$ cat src/rtl/step_clock_gen_pkg.sv
// step_clock_pkg: shared definitions for the step_clock_gen block.
//   state_t        : FSM state encoding of the processor-clock generator.
//   DEF_*          : default debounce, pulse-width, run-rate and counter sizes
//                    used by the top-level parameter list.
package step_clock_pkg;

    typedef enum logic [1:0] {
        IDLE       = 2'd0,
        PULSE_HIGH = 2'd1,
        PULSE_LOW  = 2'd2,
        RUN_WAIT   = 2'd3
    } state_t;

    // 10 ms of stable level at 50 MHz before a key change is accepted.
    localparam int DEF_DEBOUNCE_CYCLES = 500000;
    localparam int DEF_HIGH_CYCLES     = 4;

    // Run-mode dwell between pulses: 1 Hz, 10 Hz, 100 Hz and near full speed.
    localparam int DEF_RATE0 = 50000000;
    localparam int DEF_RATE1 = 5000000;
    localparam int DEF_RATE2 = 500000;
    localparam int DEF_RATE3 = 8;

    // Wide enough for the largest of the debounce and rate counts.
    localparam int DEF_CNT_W = 26;

endpackage

$ cat src/rtl/step_clock_gen_if.sv
// step_clock_gen_if: user-facing signals of the processor clock generator.
//   key_step_n  : raw step push-button, active-low, asynchronous
//   run_mode    : raw run/step switch, asynchronous (1 = run)
//   rate_sel    : run-mode rate select
//   halt        : synchronous stop request
//   proc_clock  : generated processor clock (registered)
//   step_pulse  : one-cycle strobe on each proc_clock rising edge
//   step_count  : number of processor cycles issued since reset
//   key_pressed : debounced button level
//   running     : generator is in, or pulsing out of, run mode
// The master modport drives the controls; the slave modport is the generator.
interface step_clock_gen_if;

    logic        key_step_n;
    logic        run_mode;
    logic [1:0]  rate_sel;
    logic        halt;
    logic        proc_clock;
    logic        step_pulse;
    logic [15:0] step_count;
    logic        key_pressed;
    logic        running;

    modport master (
        output key_step_n, run_mode, rate_sel, halt,
        input  proc_clock, step_pulse, step_count, key_pressed, running
    );

    modport slave (
        input  key_step_n, run_mode, rate_sel, halt,
        output proc_clock, step_pulse, step_count, key_pressed, running
    );

endinterface

$ cat src/rtl/step_clock_gen_debounce_sync.sv
// debounce_sync: two-flop synchroniser plus debouncer for an active-low button.
//   clock, reset : board clock, asynchronous active-high reset
//   raw_n        : raw active-low button input, asynchronous to clock
//   level        : debounced level, 1 = pressed
//   press        : one-cycle strobe on each released-to-pressed transition
module debounce_sync #(
    parameter int DEBOUNCE_CYCLES = 500000,
    parameter int CNT_W           = 26
) (
    input  logic clock,
    input  logic reset,
    input  logic raw_n,
    output logic level,
    output logic press
);

    localparam logic [CNT_W-1:0] LAST = CNT_W'(DEBOUNCE_CYCLES - 1);

    logic             sync_p0;
    logic             sync_p1;
    logic [CNT_W-1:0] cnt;
    logic             mismatch;

    assign mismatch = (~sync_p1) != level;

    always_ff @(posedge clock or posedge reset) begin
        if (reset) begin
            // Synchroniser starts at the released (high) level so that
            // leaving reset never looks like a press.
            sync_p0 <= 1'b1;
            sync_p1 <= 1'b1;
            cnt     <= '0;
            level   <= 1'b0;
            press   <= 1'b0;
        end else begin
            sync_p0 <= raw_n;
            sync_p1 <= sync_p0;
            press   <= 1'b0;
            if (!mismatch) begin
                cnt <= '0;
            end else if (cnt == LAST) begin
                // This edge is the DEBOUNCE_CYCLES-th stable differing cycle.
                cnt   <= '0;
                level <= ~level;
                press <= ~level;
            end else begin
                cnt <= cnt + 1'b1;
            end
        end
    end

endmodule

$ cat src/rtl/step_clock_gen.sv
// step_clock_gen: clean processor clock from a bouncy step button or a
// free-running run mode.
//   clock, reset : board clock, asynchronous active-high reset
//   bus (slave)  : key_step_n, run_mode, rate_sel, halt in;
//                  proc_clock, step_pulse, step_count, key_pressed, running out
// Each processor cycle is HIGH_CYCLES high followed by at least HIGH_CYCLES
// low. All outputs come straight from flops.
module step_clock_gen
    import step_clock_pkg::*;
#(
    parameter int DEBOUNCE_CYCLES = DEF_DEBOUNCE_CYCLES,
    parameter int HIGH_CYCLES     = DEF_HIGH_CYCLES,
    parameter int RATE0           = DEF_RATE0,
    parameter int RATE1           = DEF_RATE1,
    parameter int RATE2           = DEF_RATE2,
    parameter int RATE3           = DEF_RATE3,
    parameter int CNT_W           = DEF_CNT_W
) (
    input  logic            clock,
    input  logic            reset,
    step_clock_gen_if.slave bus
);

    localparam logic [CNT_W-1:0] HIGH_LOAD = CNT_W'(HIGH_CYCLES - 1);

    function automatic logic [CNT_W-1:0] rate_load(input logic [1:0] sel);
        case (sel)
            2'd0:    rate_load = CNT_W'(RATE0 - 1);
            2'd1:    rate_load = CNT_W'(RATE1 - 1);
            2'd2:    rate_load = CNT_W'(RATE2 - 1);
            default: rate_load = CNT_W'(RATE3 - 1);
        endcase
    endfunction

    logic             run_p0;
    logic             run_p1;
    logic             key_level;
    logic             press;
    state_t           state;
    state_t           state_d;
    logic [CNT_W-1:0] cnt;
    logic [CNT_W-1:0] cnt_d;
    logic             cnt_zero;
    logic             run_pulse;
    logic             run_pulse_d;
    logic             launch;
    logic             proc_clock_r;
    logic             step_pulse_r;
    logic             running_r;
    logic             running_d;
    logic [15:0]      step_count_r;

    // ---- stage 0: input synchronisation and key debounce ----
    always_ff @(posedge clock or posedge reset) begin
        if (reset) begin
            run_p0 <= 1'b0;
            run_p1 <= 1'b0;
        end else begin
            run_p0 <= bus.run_mode;
            run_p1 <= run_p0;
        end
    end

    debounce_sync #(
        .DEBOUNCE_CYCLES (DEBOUNCE_CYCLES),
        .CNT_W           (CNT_W)
    ) u_key_debounce (
        .clock (clock),
        .reset (reset),
        .raw_n (bus.key_step_n),
        .level (key_level),
        .press (press)
    );

    // ---- stage 1: FSM ----
    assign cnt_zero = (cnt == '0);

    always_ff @(posedge clock or posedge reset) begin
        if (reset) state <= IDLE;
        else       state <= state_d;
    end

    always_comb begin
        state_d = state;
        unique case (state)
            IDLE: begin
                // Run mode outranks a simultaneous press; presses are
                // only ever taken here, so they are never queued.
                if (!bus.halt) begin
                    if (run_p1)     state_d = RUN_WAIT;
                    else if (press) state_d = PULSE_HIGH;
                end
            end
            PULSE_HIGH: if (cnt_zero) state_d = PULSE_LOW;
            PULSE_LOW: begin
                if (cnt_zero) begin
                    state_d = (run_pulse && run_p1 && !bus.halt) ? RUN_WAIT : IDLE;
                end
            end
            RUN_WAIT: begin
                if (bus.halt || !run_p1) state_d = IDLE;
                else if (cnt_zero)       state_d = PULSE_HIGH;
            end
        endcase
    end

    // Shared phase timer: reloaded on every state change, else counts down
    // to zero. rate_sel is only looked at on RUN_WAIT entry.
    always_comb begin
        cnt_d       = cnt;
        run_pulse_d = run_pulse;
        launch      = (state_d == PULSE_HIGH) && (state != PULSE_HIGH);
        if (state_d != state) begin
            case (state_d)
                PULSE_HIGH: begin
                    cnt_d       = HIGH_LOAD;
                    run_pulse_d = (state == RUN_WAIT);
                end
                PULSE_LOW: cnt_d = HIGH_LOAD;
                RUN_WAIT:  cnt_d = rate_load(bus.rate_sel);
                default:   cnt_d = '0;
            endcase
        end else if (!cnt_zero) begin
            cnt_d = cnt - 1'b1;
        end
        running_d = (state_d == RUN_WAIT) ||
                    (((state_d == PULSE_HIGH) || (state_d == PULSE_LOW)) && run_pulse_d);
    end

    // ---- stage 2: timer and output registers ----
    always_ff @(posedge clock or posedge reset) begin
        if (reset) begin
            cnt          <= '0;
            run_pulse    <= 1'b0;
            proc_clock_r <= 1'b0;
            step_pulse_r <= 1'b0;
            running_r    <= 1'b0;
            step_count_r <= 16'h0000;
        end else begin
            cnt          <= cnt_d;
            run_pulse    <= run_pulse_d;
            proc_clock_r <= (state_d == PULSE_HIGH);
            step_pulse_r <= launch;
            running_r    <= running_d;
            step_count_r <= step_count_r + 16'(launch);
        end
    end

    assign bus.proc_clock  = proc_clock_r;
    assign bus.step_pulse  = step_pulse_r;
    assign bus.step_count  = step_count_r;
    assign bus.key_pressed = key_level;
    assign bus.running     = running_r;

endmodule
$ cat src/flat_wrapper.sv
// flat-port wrapper written by rule: the top's interface ports become plain ports
module step_clock_gen_flat import step_clock_pkg::*;
#(
    parameter int DEBOUNCE_CYCLES = DEF_DEBOUNCE_CYCLES,
    parameter int HIGH_CYCLES     = DEF_HIGH_CYCLES,
    parameter int RATE0           = DEF_RATE0,
    parameter int RATE1           = DEF_RATE1,
    parameter int RATE2           = DEF_RATE2,
    parameter int RATE3           = DEF_RATE3,
    parameter int CNT_W           = DEF_CNT_W
)
  (clock, reset, bus_key_step_n, bus_run_mode, bus_rate_sel, bus_halt, bus_proc_clock, bus_step_pulse, bus_step_count, bus_key_pressed, bus_running);
  step_clock_gen_if bus_i ();
  input  logic clock;
  input  logic reset;
  input wire logic [$bits(bus_i.key_step_n)-1:0] bus_key_step_n;
  input wire logic [$bits(bus_i.run_mode)-1:0] bus_run_mode;
  input wire logic [$bits(bus_i.rate_sel)-1:0] bus_rate_sel;
  input wire logic [$bits(bus_i.halt)-1:0] bus_halt;
  output wire logic [$bits(bus_i.proc_clock)-1:0] bus_proc_clock;
  output wire logic [$bits(bus_i.step_pulse)-1:0] bus_step_pulse;
  output wire logic [$bits(bus_i.step_count)-1:0] bus_step_count;
  output wire logic [$bits(bus_i.key_pressed)-1:0] bus_key_pressed;
  output wire logic [$bits(bus_i.running)-1:0] bus_running;
  assign bus_i.key_step_n = bus_key_step_n;
  assign bus_i.run_mode = bus_run_mode;
  assign bus_i.rate_sel = bus_rate_sel;
  assign bus_i.halt = bus_halt;
  assign bus_proc_clock = bus_i.proc_clock;
  assign bus_step_pulse = bus_i.step_pulse;
  assign bus_step_count = bus_i.step_count;
  assign bus_key_pressed = bus_i.key_pressed;
  assign bus_running = bus_i.running;
  step_clock_gen #(.DEBOUNCE_CYCLES(DEBOUNCE_CYCLES), .HIGH_CYCLES(HIGH_CYCLES), .RATE0(RATE0), .RATE1(RATE1), .RATE2(RATE2), .RATE3(RATE3), .CNT_W(CNT_W)) u_core (.clock(clock), .reset(reset), .bus(bus_i));
endmodule
$ cat config.mk
export PLATFORM = sky130hd
export DESIGN_NAME = step_clock_gen_flat
export DESIGN_NICKNAME = d
export VERILOG_FILES = /design/src/rtl/step_clock_gen_pkg.sv /design/src/rtl/step_clock_gen_if.sv /design/src/rtl/step_clock_gen_debounce_sync.sv /design/src/rtl/step_clock_gen.sv /design/src/flat_wrapper.sv
export SDC_FILE = /design/constraint.sdc
export NUM_CORES = 1
export LEC_CHECK = 0
export CAP_MARGIN = 20
export CORE_MARGIN = 5
export CORE_UTILIZATION = 59
export CTS_CLUSTER_DIAMETER = 80
export DETAILED_ROUTE_END_ITERATION = 16
export PLACE_DENSITY = 0.8
export SYNTH_ARGS = -nofsm -noshare
export SYNTH_HDL_FRONTEND = slang
export SYNTH_SLANG_ARGS = --single-unit
$ cat constraint.sdc
create_clock -name clock -period 4.2 [get_ports clock]
set_input_delay 0.63 -clock clock [delete_from_list [all_inputs] [get_ports clock]]
set_output_delay 0.63 -clock clock [all_outputs]
set_load 0.1 [all_outputs]
# Yosys cells after proc, flatten, opt, wreduce, memory -nomap -nowiden
# Cells that the tools add are included.
[word_totals] ramBits=0 output_inout_bits=20 n_memories=0 mem_bits_ro=0 register_bits=80 latchBits=0 word_cells=65
[classes] n_shift=0 multipliers=0 n_div=0 n_bitwise=2 eq_ne=13 addsub=3 n_mux=19 magnitude_cmp=0 n_reduce_logical=14
[op_table] op="$mux W26" n=4
[op_table] op="$pmux W26 S3" n=1
[op_table] op="$pmux W26 S2" n=1
[op_table] op="$add A26 B1 Y26 const B" n=1
[op_table] op="$eq A26 B19 Y1 const B" n=1
[op_table] op="$logic_not A26 Y1" n=1
[op_table] op="$sub A26 B1 Y26 const B" n=1
[op_table] op="$add A16 B1 Y16" n=1
[op_table] op="$mux W2" n=8
[op_table] op="$eq A2 B2 Y1 const B" n=5
[op_table] op="$pmux W2 S4" n=1
[op_table] op="$eq A2 B1 Y1 const B" n=3
[op_table] op="$logic_and A1 B1 Y1" n=4
[op_table] op="$logic_not A2 Y1" n=2
[op_table] op="$mux W1" n=4
[op_table] op="$logic_or A1 B1 Y1" n=3
[op_table] op="$logic_not A1 Y1" n=2
[op_table] op="$ne A2 B1 Y1 const B" n=1
[op_table] op="$ne A2 B2 Y1" n=1
[op_table] op="$ne A2 B2 Y1 const B" n=1
[op_table] op="$not A1 Y1" n=2
[op_table] op="$reduce_and A2 Y1" n=1
[op_table] op="$reduce_or A2 Y1" n=1
[op_table] op="$ne A1 B1 Y1" n=1

# Longest topological paths before layout
# Gate-level depths: netlist of the first run.
[depth] word_depth=10 ltp_mapped=17

# Hierarchy
# A second synthesis of the first run with hierarchy kept.
[unflattened] hier_cells=414 area_unflattened_um2=4231.6
[by_module_without_submodules] module="step_clock_gen" cells_per_inst=257 area_per_inst_um2=2696.3 seq_area_each_um2=1251.2 n_inst=1
[by_module_without_submodules] module="debounce_sync" cells_per_inst=157 area_per_inst_um2=1535.2 seq_area_each_um2=753.2 n_inst=1

# Least setup slack after synthesis of the first run
# OpenSTA, ideal clock, no wires.
[synth_timing] path_kind="flip-flop to flip-flop" startpoint="reg u_core.cnt[18]" endpoint="reg u_core.step_count_r[14] (netlist: u_core.bus.step_count[14])" path_buffers=1 setup_time_ns=0.162 path_slack_ns=0.593 synth_period_minus_slack_ns=3.607 path_stages_with_launch=15 arrival_ns=3.445 cell_sequence="dfrtp_1 > or4_4 > nor4_4 > and3_1 > buf_4 > and3_1 > or3_1 > ha_1 > a21boi_0 > ha_1 > ha_1 > nand3_1 > or2_2 > nor2_1 > xor2_1"
[synth_between] elab_chain_len=7
[synth_rtl] item="start: declaration" line="step_clock_gen.sv:41" source="logic [CNT_W-1:0] cnt;"
[synth_rtl] item="start signal: assignment" line="step_clock_gen.sv:140" source="cnt <= cnt_d;"
[synth_rtl] item="$logic_not A26 Y1 (*)" line="step_clock_gen.sv:76" source="assign cnt_zero = (cnt == '0);"
[synth_rtl] item="$mux W2" line="step_clock_gen.sv:102" source="else if (cnt_zero) state_d = PULSE_HIGH;"
[synth_rtl] item="$mux W2" line="step_clock_gen.sv:101" source="if (bus.halt || !run_p1) state_d = IDLE;"
[synth_rtl] item="$pmux W2 S4 (*)" line="step_clock_gen.sv:85" source="unique case (state)"
[synth_rtl] item="net u_core.state_d[0]" line="step_clock_gen.sv:40" source="state_t state_d;"
[synth_rtl] item="$eq A2 B1 Y1 (*)" line="step_clock_gen.sv:112" source="launch = (state_d == PULSE_HIGH) && (state != PULSE_HIGH);"
[synth_rtl] item="$logic_and A1 B1 Y1 (*)" line="step_clock_gen.sv:112"
[synth_rtl] item="net u_core.launch" line="step_clock_gen.sv:46" source="logic launch;"
[synth_rtl] item="$add A16 B1 Y16 (*)" line="step_clock_gen.sv:145" source="step_count_r <= step_count_r + 16'(launch);"
[synth_rtl] item="end signal: assignment" line="step_clock_gen.sv:145"
[synth_rtl] item="end: declaration" line="step_clock_gen.sv:51" source="logic [15:0] step_count_r;"
# The timed path passes the listed nets; every way through them passes the cells marked *.
# A chain may end at the register's enable or synchronous reset.

# Worst setup path after layout of the first run
[layout_timing] startpoint="reg u_core.cnt[18]" endpoint="reg u_core.step_count_r[14] (netlist: u_core.bus.step_count[14])"
[layout_between] elab_chain_len=7
[layout_rtl] item="$logic_not A26 Y1 (*)" line="step_clock_gen.sv:76"
[layout_rtl] item="$mux W2" line="step_clock_gen.sv:102"
[layout_rtl] item="$mux W2" line="step_clock_gen.sv:101"
[layout_rtl] item="$pmux W2 S4 (*)" line="step_clock_gen.sv:85"
[layout_rtl] item="$eq A2 B1 Y1 (*)" line="step_clock_gen.sv:112"
[layout_rtl] item="$logic_and A1 B1 Y1 (*)" line="step_clock_gen.sv:112"
[layout_rtl] item="net u_core.launch" line="step_clock_gen.sv:46"
[layout_rtl] item="$add A16 B1 Y16 (*)" line="step_clock_gen.sv:145"
# Marks and branches as above.

==> reports/qor.yml, run 1 <==
synth_top_family_by_area: "simple AND/OR/NAND/NOR gates"
setup_viol: 0
dieArea_um2: 8724
core_area_um2: 6794
critPathRequiredTime_ns: 4.47
synthCells: 397
synth-edff-count: 0
layout.nets: 454
ff_latch_area_um2: 2004
path_clk_slew_ns: 0.08
avgSynthCellArea_um2: 10.34
die_w_um: 93.40
crit_fanout: 7
start_util_pct: 60.41
endpoint: "u_core.bus.step_count[14]"
hold_class: "flop to flop"
grt_overflow: 0
clock_path_buffers: 2
cts_tree: "done"
power_frac_clock_pct: 23.3
final_common_cell: "dfrtp_1"
postRouteAntennaNets: 0
io_pins: 27
grt_pass1_wl_mm: 15.03
antenna_found_initial: 0
die_y_um: 93.40
finalMaxSlewViolations: 0
wl_per_cell_um: 15.80
synth-simple-area-share_pct: 22.26
cts_buffers: 9
cp-end-kind: "flop"
placed_cells: 516
power.leakage_uw: 0.002065
drc_errors: 0
cts.sinks: 80
critical_path.startpoint: "u_core.cnt[18]"
drtIter0Drc: 167
num_rows: 30
final_cell_mix: "dfrtp_1, nor2_1, xor2_1, xnor2_1, clkdlybuf4s50_1"
dr.pass1.iters: 5
tightest_slew_ns: 1.035
grt_pass1_vias: 3168
cts_setup_buffers: 0
synth-xor-area-share_pct: 12.38
cp_common_cell: "ha_1"
pwr-share-seq_pct: 37.1
multi_input_comb_area_um2: 2023
r2r_end: "u_core.bus.step_count[14]"
synthAdderAreaFrac_pct: 4.573
power.switching_uw: 1211
routed_wl_mm: 8.422
cts-root-buf: "clkbuf_8"
crit_path_cell_trace: "or4_4 > nor4_4 > nand3_2 > a311oi_2 > ha_1 > a21boi_0 > ha_1 > ha_1 > nand3_1 > or2_2 > nor2_1 > xor2_1"
max_stage_delay_ns: 0.60
r2r_slack_ns: 0.25
port_buffers: 26
fin_crit_sh_pct: 93.99
muxShareOfSynthArea_pct: 0.7622
cp.arrival_ns: 4.22
layout-drive-gt1-share_pct: 8.924
fin_skew_ns: 0.01106
setup_tns_ns: 0
hpwl_mm: 5.806
syn_area_um2: 4104
combinationalPowerShare_pct: 39.6
yosys_warnings: 0
max-vdd-ir-drop_mv: 0.3328
vias: 3055
r2r_start: "u_core.cnt[18]"
ys_seq_area_share_pct: 48.84
startpoint_type: "flop"
ys_ff_latch: 80
crit_slowest_cell: "or4_4"
fill_cells: 511
synth_ff_type: "dfrtp_1"
syn2layout_area_growth_pct: 16.22
crit_type: "flop to flop"
antenna_cells: 0
routed_via_density: 5.732
insertion_delay_ns: 0.36
status: "finished clean"
swShare_pct: 40.83
min_period_ns: 3.948
cap_violations: 0
p_int_uw: 1755
grt_max_degree: 59
instances_no_fill: 533
synthArstFlopShare_pct: 100.0
synth-compound-area-share_pct: 9.177
rsz0062_at_grt: "false"
track_usage_pct: 21.60
gp_congestion: 0.9009
htree_num_levels: 3
rr_worst_depth: 12
slew_headroom_pct: 30.49
powerDensity_nw_per_um2: 622.0
synthDistinctLibCells: 57
clock.fmax_mhz: 253.3
finalHoldViolCount: 0
syn_nets: 419
[cells by family (layout without fill, tap and decap cells)]
family / count (synthesis) / after routing
mux: 3 / 3
xor+xnor: 58 / 58
compound gates: 56 / 56
fa+ha+maj: 15 / 15
simple gates: 165 / 165
buf+inv: 20 / 60
flops: 80 / 80
[metrics by stage]
step | instance area, µm² | power, µW | setup WS (ns) | hold WS [ns] | util, %
CTS | 4736 | 2973 | 0.1915 | 0.3562 | 69.71
floorplan | 4104 | 1963 | 0.5930 | 0.3312 | -
finish | 4770 | 2967 | 0.2523 | 0.3545 | 70.20
global route | 4770 | 3149 | 0.07173 | 0.3641 | 70.20
detailed placement | 4489 | 2270 | 0.1786 | 0.3363 | 66.08
global placement | 4489 | 2238 | 0.3845 | 0.3353 | 66.08
[cell usage after synthesis, drive strengths merged (3+ instances only)]
library cell / n / area share [%]
dfrtp: 78 / 48
nor2: 51 / 4.7
xor2: 32 / 6.8
xnor2: 26 / 5.5
nand2: 21 / 1.9
nand3: 16 / 2.1
nand4: 16 / 2.4
a21oi: 15 / 1.8
ha: 15 / 4.6
and3: 12 / 1.8
o21ai: 12 / 1.6
inv: 11 / 1.0
nor4: 10 / 2.2
nor3: 9 / 1.4
clkbuf: 5 / 0.46
a21o: 4 / 0.73
a31oi: 4 / 0.76
a32o: 4 / 0.98
and4: 4 / 0.85
buf: 4 / 0.55
and2: 3 / 0.46
nand2b: 3 / 0.46
nand3b: 3 / 0.55
nor4b: 3 / 0.64
o22ai: 3 / 0.46
o31a: 3 / 0.64
or3: 3 / 0.46
or4: 3 / 0.73
[worst min-delay path by stage]
stage / startpoint / end / cells past startpoint
2_1_floorplan: u_core.run_p0 / u_core.run_p1 / 0
3_3_place_gp: u_core.run_p0 / u_core.run_p1 / 0
3_5_place_dp: u_core.run_p0 / u_core.run_p1 / 0
4_1_cts: u_core.run_p0 / u_core.run_p1 / 0
5_1_grt: u_core.u_key_debounce.sync_p0 / u_core.u_key_debounce.sync_p1 / 0
6_report: u_core.run_p0 / u_core.run_p1 / 0
[critical path, delay by kind of cell, from the launching register on]
kind,cells,cell delay [ns]
xor+xnor,1,0.16
flops,1,0.45
compound gates,2,0.63
fa+ha+maj,3,0.82
simple gates,6,1.81
[per-layer routing]
| layer | track usage (%) | wire [µm] |
|---|---|---|
| met1 | 28.99 | 3819 |
| met5 | 0 | 0 |
| met4 | 9.402 | 172 |
| met2 | 34.48 | 4068 |
| met3 | 3.620 | 361 |
[power groups by stage]
stage | Sequential (µW) | Combinational [µW] | Clock (µW)
floorplan | 1330 | 637 | 0
global placement | 1100 | 1140 | 0
detailed placement | 1110 | 1160 | 0
CTS | 1100 | 1170 | 706
global route | 1120 | 1290 | 740
finish | 1100 | 1180 | 691
[repair_timing]
item                       CTS  global route
hold buffers                 0             0
setup endpoints to repair    0             2
resized for setup            0             1
[state kept, by name (all words and copies together), names as in the netlist]
register and cells:
u_core.bus.step_pulse 1, u_core.run_p0 1, u_core.run_pulse 1, u_core.bus.running 1
u_core.state 2, u_core.u_key_debounce.level 1, u_core.u_key_debounce.cnt 26, u_core.u_key_debounce.sync_p0 1
u_core.u_key_debounce.sync_p1 1, u_core.bus.step_count 16, u_core.run_p1 1, u_core.bus.proc_clock 1
u_core.u_key_debounce.press 1, u_core.cnt 26
[cell type report]
class / count / share of cell area [%]
Inverter: 11 / 0.8919
Sequential cell: 80 / 42.03
Timing Repair Buffer: 33 / 6.978
Clock inverter: 5 / 2.204
Tap cell: 96 / 2.518
Multi-Input combinational cell: 297 / 42.42
Clock buffer: 11 / 2.964
(Power assumes the default switching activity.)
==> run 2: changes to the inputs <==
CORE_UTILIZATION = 64   (was 59)
HOLD_SLACK_MARGIN = 0.03   (was default)
PLACE_DENSITY = 0.85   (was 0.8)
clock period = 4.9 ns   (was 4.2 ns; I/O delays follow)
==> run 2 against run 1 <==
Against the previous run: total power shrank 21%; first-iteration DRC count shrank 31%; utilization grew 2.9 points; critical endpoint unchanged; highest routed layer unchanged.
==> reports/qor.yml, run 2 (synthesized netlist as in run 1, its figures left out) <==
hold_class: "flop to flop"
finalHoldViolCount: 0
cts.sinks: 80
fin_skew_ns: 0.01803
wl_per_cell_um: 16.45
layout-drive-gt1-share_pct: 6.713
tightest_slew_ns: 0.9902
fin_ws_ns: 0.7639
hold_buffers: 0
insertion_delay_ns: 0.35
slew_headroom_pct: 33.78
dieArea_um2: 8114
cp_common_cell: "ha_1"
multi_input_comb_area_um2: 2017
gp_congestion: 0.8830
routed_via_density: 6.035
num_rows: 29
antenna_found_initial: 0
cap_violations: 0
critPathRequiredTime_ns: 5.17
vias: 3072
start_util_pct: 65.38
timing.critical_path.buf_inv: 0
finalMaxSlewViolations: 0
crit_type: "flop to flop"
pre_cts_slack_ns: 0.7486
crit_slowest_cell: "or4_4"
clock_path_buffers: 2
instances_no_fill: 509
grt_overflow: 0
cts_resized: 0
drc_errors: 0
grt_pass1_vias: 3107
port_buffers: 26
syn2layout_area_growth_pct: 11.80
path_clk_slew_ns: 0.08
hpwl_mm: 5.919
htree_num_levels: 3
die_y_um: 90.08
track_usage_pct: 21.69
min_period_ns: 4.136
power.leakage_uw: 0.001990
layout.nets: 449
final_util_pct: 73.09
antenna_cells: 0
max-vdd-ir-drop_mv: 0.3533
core_area_um2: 6277
die_w_um: 90.08
placed_cells: 492
drtIter0Drc: 115
max_stage_delay_ns: 0.61
final_common_cell: "dfrtp_1"
cp.arrival_ns: 4.41
fin_crit_sh_pct: 84.41
postRouteAntennaNets: 0
cts_tree: "done"
setup_viol: 0
dr.pass1.iters: 4
routed_wl_mm: 8.375
ff_latch_area_um2: 2004
setup_tns_ns: 0
fill_cells: 439
io_pins: 27
cpLargestDelayFamily: "simple AND/OR/NAND/NOR gates"
grt_max_degree: 44
cts-root-buf: "clkbuf_8"
status: "finished clean"
r2r_slack_ns: 0.76
final_cell_mix: "dfrtp_1, nor2_1, xor2_1, xnor2_1, clkdlybuf4s50_1"
crit_path_cell_trace: "or4_4 > nor4_4 > and3_1 > and3_1 > or3_1 > ha_1 > a21boi_0 > ha_1 > ha_1 > nand3_1 > or2_2 > nor2_1 > xor2_1"
rsz0062_at_grt: "false"
crit_fanout: 8
cp-end-kind: "flop"
clock.fmax_mhz: 241.8
grt_pass1_wl_mm: 14.58
cts_setup_buffers: 0
startpoint_type: "flop"
fin_hold_ws_ns: 0.3579
cts_buffers: 9
powerDensity_nw_per_um2: 510.5
-- run 2: final cells by class --
cell class                 count  share of cell area, %
tap                           77                  2.100
inverter                      11                 0.9272
clock inverter                 2                 0.2727
timing repair buffer          28                  5.945
clock buffer                  14                  3.109
sequential                    80                  43.69
multi-input combinational    297                  43.96
-- run 2: worst reg2reg max path: stages, from the launching register on --
cell      delay [ns]
dfrtp_1         0.44
or4_4           0.61
nor4_4          0.35
and3_1          0.45
and3_1          0.24
or3_1           0.18
ha_1            0.25
a21boi_0        0.28
ha_1            0.26
ha_1            0.22
nand3_1         0.14
or2_2           0.36
nor2_1          0.12
xor2_1          0.15
-- run 2: worst paths after layout --
| path | from | cells after the start | to |
|---|---|---|---|
| min reg2reg | u_core.u_key_debounce.sync_p0 | 0 | u_core.u_key_debounce.sync_p1 |
| min in group asynchronous | reset | 2 | u_core.bus.step_count[15] |
| max in group asynchronous | reset | 3 | u_core.u_key_debounce.sync_p1 |
| min | u_core.u_key_debounce.sync_p0 | 0 | u_core.u_key_debounce.sync_p1 |
| max reg2reg | u_core.cnt[18] | 13 | u_core.bus.step_count[14] |
| max | u_core.cnt[18] | 13 | u_core.bus.step_count[14] |
-- run 2: where the power goes --
part | switching, µW | internal [µW]
Sequential | 143 | 799
Combinational | 658 | 329
Clock | 229 | 185
Total | 1030 | 1310
-- run 2: per-layer routing --
metal	track usage [%]	vias up	wire length, µm
li1	-	1474	-
met1	26.85	1512	3643
met2	37.01	59	4242
met3	4.841	27	295
met4	8.189	0	193
met5	0	-	0
-- run 2: metrics by stage --
| step | cell area (µm²) | power (µW) |
|---|---|---|
| floorplan | 4104 | 1683 |
| global placement | 4428 | 1890 |
| detailed placement | 4428 | 1931 |
| CTS | 4583 | 2345 |
| global route | 4588 | 2481 |
| finish | 4588 | 2342 |
==> patch 1, RTL diff (config.mk and constraints of run 1) <==
Make the reset (`reset`) synchronous in 4 clocked blocks. Comments in the files are not updated.
--- a/src/rtl/step_clock_gen_debounce_sync.sv
+++ b/src/rtl/step_clock_gen_debounce_sync.sv
@@ -24,5 +24,5 @@
     assign mismatch = (~sync_p1) != level;
 
-    always_ff @(posedge clock or posedge reset) begin
+    always_ff @(posedge clock) begin
         if (reset) begin
             // Synchroniser starts at the released (high) level so that
--- a/src/rtl/step_clock_gen.sv
+++ b/src/rtl/step_clock_gen.sv
@@ -52,5 +52,5 @@
 
     // ---- stage 0: input synchronisation and key debounce ----
-    always_ff @(posedge clock or posedge reset) begin
+    always_ff @(posedge clock) begin
         if (reset) begin
             run_p0 <= 1'b0;
@@ -76,5 +76,5 @@
     assign cnt_zero = (cnt == '0);
 
-    always_ff @(posedge clock or posedge reset) begin
+    always_ff @(posedge clock) begin
         if (reset) state <= IDLE;
         else       state <= state_d;
@@ -129,5 +129,5 @@
 
     // ---- stage 2: timer and output registers ----
-    always_ff @(posedge clock or posedge reset) begin
+    always_ff @(posedge clock) begin
         if (reset) begin
             cnt          <= '0;
Formal check against the unedited RTL: differs if reset is asserted again (counterexample within 4 cycles, from zero or initial values and one cycle with reset high); with reset held inactive, the same outputs for 10 cycles.
==> patch 1 against run 1 <==
Non-clock buffer count decreased by 5. Routed wire length decreased by 9.1%. Sequential cell count unchanged. Worst setup slack improved by 0.069 ns. Via count increased by 0.36%. Power decreased by 15%. Final area decreased by 6.8%. Sequential share of layout area decreased by 6.0 points. Maximum frequency increased by 1.8%. Synthesized area decreased by 4.7%. Sequential power decreased by 7%. Combinational power decreased by 30%. Largest cell class unchanged. Highest routed layer unchanged.
==> patch 1: results (changes against run 1) <==
Run status
  • Run status: complete, no violations (unchanged)

Setup path
  • Origin of the critical flop-to-flop path: u_core.cnt[0]$_SDFFE_PP0P_ (was u_core.cnt[18]$_DFFE_PP0P_)
  • RR Endpoint: u_core.bus.step_count[14]$_SDFF_PP0_ (was u_core.bus.step_count[14]$_DFF_PP0_)
  • WP data arrival: 4.16 ns (was 4.22 ns)
  • R2R setup slack: 0.32 ns (was 0.25 ns)
  • CP peak stage delay: 0.43 ns (was 0.60 ns)
  • Critical Path Fanout Max: 11 (was 7)

Yosys
  • Main synth FF type: dfxtp_1 (was dfrtp_1)
  • Register area share after synthesis: 40.9% (was 48.8%)
  • Post-synth ARST share: 0% (was 100%)
  • Synth Area in Compound Gates: 9.76% (was 9.18%)
  • Synth Area in XOR/XNOR: 12.3% (was 12.4%)
  • Mux cell area share after synthesis: 0% (was 0.762%)

STA
  • Max Clock Skew: 0.0132 ns (was 0.0111 ns)
  • Final worst path period share: 92.3% (was 94.0%)

Layout
  • Data buffer area share: 6.19% (was 6.98%)
  • Final sequential cell count: 80 (unchanged)
  • Layout cells sized above 1: 9.13% (was 8.92%)
  • FILL cells: 471 (was 511)

Power and ir drop
  • Peak supply drop: 0.428 mV (was 0.333 mV)
  • Switching Fraction: 34.9% (was 40.8%)

Global route
  • GR Layer Usage met3: 3.47% (was 3.62%)
  • Vias in the first global route: 3028 (was 3168)

Die
  • Row cnt: 29 (was 30)

Hold path
  • WHS Path Cells: 1 (was 0)

Detailed routing
  • Routed length on met1: 3.53 mm (was 3.82 mm)
patch 1: cell types whose count changed after synthesis, sizes merged, moves of 5 or more:
| cell | delta |
|---|---|
| a21oi | +12 |
| and3 | -5 |
| dfrtp | -78 |
| dfxtp | +80 |
| nand2 | +12 |
| nand3 | +5 |
| nand4 | -5 |
| nor2 | +15 |
| nor2b | +7 |
| or2 | +6 |
patch 1: metrics by stage:
step                total power [uW]  hold slack [ns]  setup WS [ns]  util (%)  cells
global placement                1820            0.403          0.598      65.9    532
global route                    2670            0.439        0.00848      69.6    548
detailed placement              1850            0.410          0.380      65.9    532
CTS                             2520            0.433          0.346      69.6    548
finish                          2520            0.425          0.322      69.6    548
floorplan                       1700            0.389          0.798         -    442
patch 1: worst max-delay path by stage:
stage,startpoint,endpoint,slack [ns],cells after the start
global route,u_core.cnt[0]$_SDFFE_PP0P_,u_core.bus.step_count[14]$_SDFF_PP0_,0.008,15
floorplan,u_core.cnt[0]$_SDFFE_PP0P_,u_core.bus.step_count[15]$_SDFF_PP0_,0.80,16
CTS,u_core.cnt[0]$_SDFFE_PP0P_,u_core.bus.step_count[14]$_SDFF_PP0_,0.35,13
global placement,u_core.cnt[0]$_SDFFE_PP0P_,u_core.bus.step_count[14]$_SDFF_PP0_,0.60,13
finish,u_core.cnt[0]$_SDFFE_PP0P_,u_core.bus.step_count[14]$_SDFF_PP0_,0.32,13
detailed placement,u_core.cnt[0]$_SDFFE_PP0P_,u_core.bus.step_count[14]$_SDFF_PP0_,0.38,13
patch 1: power groups by stage:
stage	Sequential, uW	Clock, uW	Combinational, uW
floorplan	1020	0	680
global placement	1020	0	795
detailed placement	1030	0	820
CTS	1010	679	831
global route	1040	714	924
finish	1020	671	829
==> patch 2, RTL diff (config.mk and constraints of run 1) <==
Made on the original files. Set the package constant `DEF_CNT_W` to 52 (it was 26).
--- a/src/rtl/step_clock_gen_pkg.sv
+++ b/src/rtl/step_clock_gen_pkg.sv
@@ -23,5 +23,5 @@
 
     // Wide enough for the largest of the debounce and rate counts.
-    localparam int DEF_CNT_W = 26;
+    localparam int DEF_CNT_W = 52;
 
 endpackage
Function: same outputs for any inputs over 10 cycles, from zero or initial values and one cycle with reset high; that may be too few to reach the edited logic, so the function may still have changed.
==> patch 2 against run 1 <==
Sequential cell count rose by 52. Routed wire length rose by 90%. Largest cell class unchanged. Final area rose by 70%. Power rose by 62%. Synthesized area rose by 73%. Die area rose by 64%. Maximum frequency fell by 0.43%. Worst setup slack got worse by 0.017 ns. Critical endpoint unchanged.
==> patch 2: results (changes against run 1) <==
Yosys
  • Cells taking the most area after synthesis: dfrtp_1, xnor2_1, nor2_1, a21oi_1, or3_1 (was dfrtp_1, xor2_1, xnor2_1, ha_1, nor2_1)
  • Synth Area in Adders: 2.83% (was 4.57%)
  • Top cells by count, synth: dfrtp_1, nor2_1, xnor2_1, a21oi_1, o21ai_0 (was dfrtp_1, nor2_1, xor2_1, xnor2_1, nand2_1)
  • Synth unique cells: 59 (was 57)

Power and ir drop
  • Switching Fraction: 39.1% (was 40.8%)
  • Reported clock group power: 1440 uW (was 691 uW)

Global route
  • M2 GR Usage: 36.5% (was 34.5%)
  • M1 GR Usage: 32.4% (was 29.0%)
  • Largest net degree at the start of global routing: 66 (was 59)
  • Tot GR Track Use: 23.6% (was 21.6%)
  • GR Layer Usage met3: 5.75% (was 3.62%)

Layout
  • Inverters: 12 (was 11)
  • Multi-input logic cell count: 551 (was 297)
  • Layout area overhead: 14.2% (was 16.2%)
  • FF+latch area: 0.00331 mm2 (was 0.00200 mm2)
  • Multi-input gate share of total cell area: 44.3% (was 42.4%)
  • Data buffer area share: 4.80% (was 6.98%)
  • # nets final: 780 (was 454)
  • CLK BUF: 22 (was 11)
  • Layout cells sized above 1: 9.61% (was 8.92%)

Detailed routing
  • Post-DR vias/cell: 6.42 (was 5.73)
  • Met3 routed WL: 955 um (was 361 um)
  • Number of iterations in the first detailed-routing pass: 6 (was 5)
  • DR iter-0 viols: 712 (was 167)
  • WL final: 16.0 mm (was 8.42 mm)

Clock tree
  • H-tree depth: 4 (was 3)
  • Worst skew pair latency: 0.42 ns (was 0.36 ns)
  • CTS buffer count: 17 (was 9)
  • Root Driver: clkbuf_16 (was clkbuf_8)
  • Cts repair resizes: 1 (was 0)

Placed design
  • Dpl hpwl: 10.7 mm (was 5.81 mm)
  • Placed Cells: 885 (was 516)

Run status
  • Run status: complete, no violations (unchanged)

Setup path
  • WP data arrival: 4.31 ns (was 4.22 ns)
## patch 2: cell types whose count changed after synthesis, sizes merged, moves of 17 or more
cell / change
dfrtp: +52
nor4: +19
nor2: +17
xnor2: +29
or4: +25
or3: +32
a21oi: +35
o21ai: +27
## patch 2: worst paths after layout
check | start | endpoint | slack [ns] | cells after the start
setup / recovery | u_core.cnt[38]$_DFFE_PP0P_ | u_core.bus.step_count[14]$_DFF_PP0_ | 0.24 | 13
max in group asynchronous | reset | u_core.u_key_debounce.sync_p0$_DFF_PP1_ | 2.60 | 3
setup reg to reg | u_core.cnt[38]$_DFFE_PP0P_ | u_core.bus.step_count[14]$_DFF_PP0_ | 0.24 | 13
hold / removal | u_core.run_p0$_DFF_PP0_ | u_core.run_p1$_DFF_PP0_ | 0.35 | 0
min in group asynchronous | reset | u_core.cnt[31]$_DFFE_PP0P_ | 0.72 | 2
hold reg to reg | u_core.run_p0$_DFF_PP0_ | u_core.run_p1$_DFF_PP0_ | 0.35 | 0
